===== src/rtl/rom_seq_ctrl.sv =====
// Sequencer that walks an address window of a synchronous-read pattern ROM into the LED register.
// Optional bounce (ping-pong) playback is compiled in with SEQ_PINGPONG_EN.
module rom_seq_ctrl #(
    parameter int unsigned AW      = 5,
    parameter int unsigned DW      = 5,
    parameter int unsigned DWELL_W = 27
) (
    input  logic               CLK,
    input  logic               RESET,
    input  logic               start,
    input  logic               stop,
    input  logic [AW-1:0]      first_addr,
    input  logic [AW-1:0]      last_addr,
    input  logic               loop_en,
    input  logic               pingpong,
    input  logic [DWELL_W-1:0] dwell,
    output logic               rom_rd,
    output logic [AW-1:0]      rom_addr,
    input  logic [DW-1:0]      rom_data,
    output logic [DW-1:0]      leds,
    output logic [AW-1:0]      pc,
    output logic               busy,
    output logic               done
);

    typedef enum logic [1:0] {IDLE, FETCH, LATCH, DWELL} state_t;

    state_t               state, state_nxt;
    logic [AW-1:0]        pc_nxt, rom_addr_nxt;
    logic [DW-1:0]        leds_nxt;
    logic                 rom_rd_nxt, busy_nxt, done_nxt;
    logic [DWELL_W-1:0]   cnt, cnt_nxt;

    // Configuration shadowed at start so live inputs never disturb a running sequence.
    logic [AW-1:0]        sh_first, sh_first_nxt;
    logic [AW-1:0]        sh_last, sh_last_nxt;
    logic                 sh_loop, sh_loop_nxt;
    logic [DWELL_W-1:0]   sh_dwell, sh_dwell_nxt;

`ifdef SEQ_PINGPONG_EN
    logic                 sh_pp, sh_pp_nxt;
    logic                 dir_down, dir_down_nxt;
`else
    logic                 unused_pingpong;
    assign unused_pingpong = pingpong;
`endif

    always_ff @(posedge CLK) begin
        if (RESET) begin
            state    <= IDLE;
            pc       <= '0;
            leds     <= '0;
            rom_rd   <= 1'b0;
            rom_addr <= '0;
            busy     <= 1'b0;
            done     <= 1'b0;
            cnt      <= '0;
            sh_first <= '0;
            sh_last  <= '0;
            sh_loop  <= 1'b0;
            sh_dwell <= '0;
`ifdef SEQ_PINGPONG_EN
            sh_pp    <= 1'b0;
            dir_down <= 1'b0;
`endif
        end else begin
            state    <= state_nxt;
            pc       <= pc_nxt;
            leds     <= leds_nxt;
            rom_rd   <= rom_rd_nxt;
            rom_addr <= rom_addr_nxt;
            busy     <= busy_nxt;
            done     <= done_nxt;
            cnt      <= cnt_nxt;
            sh_first <= sh_first_nxt;
            sh_last  <= sh_last_nxt;
            sh_loop  <= sh_loop_nxt;
            sh_dwell <= sh_dwell_nxt;
`ifdef SEQ_PINGPONG_EN
            sh_pp    <= sh_pp_nxt;
            dir_down <= dir_down_nxt;
`endif
        end
    end

    always_comb begin
        state_nxt    = state;
        pc_nxt       = pc;
        leds_nxt     = leds;
        cnt_nxt      = cnt;
        done_nxt     = 1'b0;
        sh_first_nxt = sh_first;
        sh_last_nxt  = sh_last;
        sh_loop_nxt  = sh_loop;
        sh_dwell_nxt = sh_dwell;
`ifdef SEQ_PINGPONG_EN
        sh_pp_nxt    = sh_pp;
        dir_down_nxt = dir_down;
`endif

        case (state)
            IDLE: begin
                if (start && !stop) begin
                    sh_first_nxt = first_addr;
                    sh_last_nxt  = last_addr;
                    sh_loop_nxt  = loop_en;
                    sh_dwell_nxt = dwell;
                    pc_nxt       = first_addr;
                    state_nxt    = FETCH;
`ifdef SEQ_PINGPONG_EN
                    sh_pp_nxt    = pingpong;
                    dir_down_nxt = 1'b0;
`endif
                end
            end
            FETCH: state_nxt = LATCH;
            LATCH: begin
                leds_nxt  = rom_data;
                cnt_nxt   = sh_dwell;
                state_nxt = DWELL;
            end
            DWELL: begin
                if (cnt != '0) begin
                    cnt_nxt = cnt - DWELL_W'(1);
                end else begin
                    state_nxt = FETCH;
`ifdef SEQ_PINGPONG_EN
                    if (dir_down) begin
                        if (pc != sh_first) begin
                            pc_nxt = pc - AW'(1);
                        end else if (sh_loop) begin
                            dir_down_nxt = 1'b0;
                            pc_nxt       = pc + AW'(1);
                        end else begin
                            done_nxt  = 1'b1;
                            state_nxt = IDLE;
                        end
                    end else if (pc == sh_last && sh_pp && sh_first != sh_last) begin
                        // Bounce off the top without refetching the endpoint.
                        dir_down_nxt = 1'b1;
                        pc_nxt       = pc - AW'(1);
                    end else
`endif
                    if (pc != sh_last) begin
                        pc_nxt = pc + AW'(1);
                    end else if (sh_loop) begin
                        pc_nxt = sh_first;
                    end else begin
                        done_nxt  = 1'b1;
                        state_nxt = IDLE;
                    end
                end
            end
            default: state_nxt = IDLE;
        endcase

        // Abort overrides everything and freezes the visible datapath.
        if (stop && state != IDLE) begin
            state_nxt = IDLE;
            pc_nxt    = pc;
            leds_nxt  = leds;
            cnt_nxt   = cnt;
            done_nxt  = 1'b0;
`ifdef SEQ_PINGPONG_EN
            dir_down_nxt = dir_down;
`endif
        end

        rom_rd_nxt   = (state_nxt == FETCH);
        rom_addr_nxt = rom_rd_nxt ? pc_nxt : rom_addr;
        busy_nxt     = (state_nxt != IDLE);
    end

endmodule


===== config.mk =====
export PLATFORM = sky130hd
export DESIGN_NAME = rom_seq_ctrl
export DESIGN_NICKNAME = d
export VERILOG_FILES = /design/src/rtl/rom_seq_ctrl.sv
export SDC_FILE = /design/constraint.sdc
export NUM_CORES = 1
export LEC_CHECK = 0
export CORE_MARGIN = 2
export CORE_UTILIZATION = 53
export DETAILED_ROUTE_END_ITERATION = 7
export DONT_BUFFER_PORTS = 1
export PLACE_DENSITY = 0.68
export SETUP_SLACK_MARGIN = 0.05
export SYNTH_ARGS = -nofsm -noshare
export SYNTH_HDL_FRONTEND = slang
export SYNTH_SLANG_ARGS = --single-unit

===== constraint.sdc =====
create_clock -name CLK -period 7.4 [get_ports CLK]
set_input_delay 0.37 -clock CLK [delete_from_list [all_inputs] [get_ports CLK]]
set_output_delay 0.37 -clock CLK [all_outputs]
set_load 0.02 [all_outputs]

==> reports/metrics.yaml <==
route:
  wl_met1_mm: 4.887
  vias_per_cell: 6.033
  drt_iter0_drc: 273
  dr_wl_met3_um: 621
  vias: 3885
  post-route-drc-count: 0
  finalWirelength_mm: 10.24
  routed.top_layer: "met4"
  met2_length_mm: 4.661
  drtAntennaViolNets: 0
  drt_pass1_iterations: 5
  wl_per_cell_um: 15.91
setup_path:
  startpoint: "cnt[3]"
  critical_path_arrival_ps: 3190
  path_class: "reg -> reg"
  r2r_start: "cnt[3]"
  crit_path_max_fanout: 11
  start_kind: "flip-flop"
  end_kind: "flip-flop"
  crit_required_ps: 7620
placed_design:
  dp_hpwl_mm: 6.594
  portBuffers: 0
  placed_cells: 629
  place_area_mm2: 0.004292
  place_congestion: 0.9023
power_and_ir_drop:
  power_mw: 1.841
  leakage_nw: 1.550
  p_per_area_mw_per_mm2: 407.3
  ir_worst_vdd_uv: 177.8
cells_and_area:
  final_layout_size_suffix_gt1_share_pct: 6.827
  fill_cells: 745
  final_nets: 592
  design_area_mm2: 0.004521
  multi_input_area_mm2: 0.002391
  antennaDiodeCount: 0
  finalNonFillerCells: 644
  final-seq-area_mm2: 0.001702
  syn2layout_area_growth_pct: 5.891
yosys:
  synth_common_cells: "nand2_1, dfxtp_1, a21oi_1, nor2_1, clkbuf_1"
  yosysUniqueCellTypes: 58
  synth_ff_type: "dfxtp_1"
  ys_ff_latch: 85
  yosys_warnings: 0
  synth_most_common_cell: "nand2_1"
  syn_avg_cell_area_um2: 7.596
  yosysTopAreaCell: "dfxtp_1"
  synth_edf_count: 0
  synth_nets: 616
  synth_area_mm2: 0.004269
  synth_area_leaders: "dfxtp_1, nand2_1, a21oi_1"
  netlist.area_leader.share_pct: 39.86
  synth_seq_area_share_pct: 39.86
  ys_async_sr_fraction_pct: 0
  synth_cells: 562
clock_tree:
  post_cts_buffers: 0
  htreeDepth: 3
  cts_hold_buf: 0
  clk_latency_ps: 350
  cts.clk_slew.worst_paths_ps: 80
  clockBufferDepth: 2
  cts_buffers: 9
  cts-root-buf: "clkbuf_8"
  clock_sinks: 85
  cts_tree: "built"
  ctsResizeCount: 0
timing:
  timing.fmax_ghz: 0.3365
  finalCritPeriodShare_pct: 40.16
  worst_pin_slew_ps: 1039
  rsz0062_at_grt: "false"
  maxSlewViolCount: 0
  finalSetupViolCount: 0
  fin_tns_setup_ps: 0
  slew_headroom_pct: 30.67
  min_period_ps: 2972
  skew_ps: 6.702
  hold_viol: 0
die:
  die-area_mm2: 0.008789
  ios: 66
  fp.dieH_um: 93.75
  fp-row-count: 32
  core-area_mm2: 0.007767
  start_util_pct: 54.96
  fp.dieW_um: 93.75
grt:
  antenna_found_initial: 0
  overflow: 0
  grt_use_total_pct: 24.06
  grt_pass1_wl_mm: 17.18
  grt_max_degree: 86
  grt_pass1_vias: 3489
worst_hold_path:
  hp-start: "RESET"
  hold_class: "in -> reg"
status:
  status: "complete, no violations"
job:
  drv_cap: 0
[report_power, final]
group / switching (mW) / leakage, nW / internal (mW)
Sequential: 0.0991 / 0.691 / 0.533
Clock: 0.163 / 0.110 / 0.223
Combinational: 0.537 / 0.749 / 0.287
[worst max-delay path, stage by stage, from the launching register on]
cell and delay, ps:
dfxtp_1 370, nor3_1 470, nand4_1 550, o21ai_0 690, a21boi_0 200, a211oi_1 420
a211oi_1 140
[flip-flops by register name, indices dropped and copies added, names as in the netlist]
register and cells:
sh_dwell 27, sh_first 5, rom_addr 5, pc 5, sh_last 5, busy 1
state 2, rom_rd 1, leds 5, sh_loop 1, done 1, cnt 27
[layout make-up]
class / count / area share (%)
repair buffers: 4 / 0.6643
clock inverters: 4 / 2.159
clock buffers: 11 / 2.906
flip-flops and latches: 85 / 37.64
well taps: 102 / 2.823
inverters: 11 / 0.9134
multi-input cells: 427 / 52.89
[layer usage]
metal  GRT usage, %  vias up
li1               -     1945
met1          33.20     1826
met5              0        -
met2          38.75      108
met4          4.348        0
met3          5.698        6
[cell usage in the layout, fill, tap and decap left out, drive strengths merged, types with 4 or more instances in the layout]
cell and count:
nand2 115, dfxtp 85, a21oi 82, nor2 38, o21ai 28, nor3 16
a211oi 15, nand3 12, inv 11, clkbuf 11, nor2b 9, a31oi 9
nor4 7, o22ai 6, ha 6, nand2b 5, xnor2 5, a21o 5
and2 4, or3 4, o31a 4, buf 4, and3 4, o31ai 4
nand4 4, or2 4
[cells by family after synthesis]
family | count (synthesis) | synth area share, %
AOI/OAI and AO/OA | 179 | 25.70
xor gates and xnor gates | 5 | 1.026
adders and majority gates | 6 | 1.758
buffers and inverters | 50 | 4.572
DFF | 85 | 39.86
muxes | 4 | 0.9965
and+or+nand+nor | 233 | 26.08
[worst paths after layout]
path                        to  slack (ps)  cells past startpoint
hold / removal     rom_addr[1]          80                      1
setup reg to reg   rom_addr[2]        4430                      6
hold reg to reg   sh_dwell[25]         450                      2
setup / recovery   rom_addr[2]        4430                      6
[metrics by stage]
stage	util [%]	hold WS, ps	setup slack, ps
after floorplan	-	431.8	4979
after global routing	58.20	56.44	4157
after global placement	55.25	433.7	4492
after CTS	58.20	66.37	4484
final	58.20	80.83	4428
after detailed placement	55.25	435.5	4523
No activity file was read; power rests on OpenSTA's default activity.
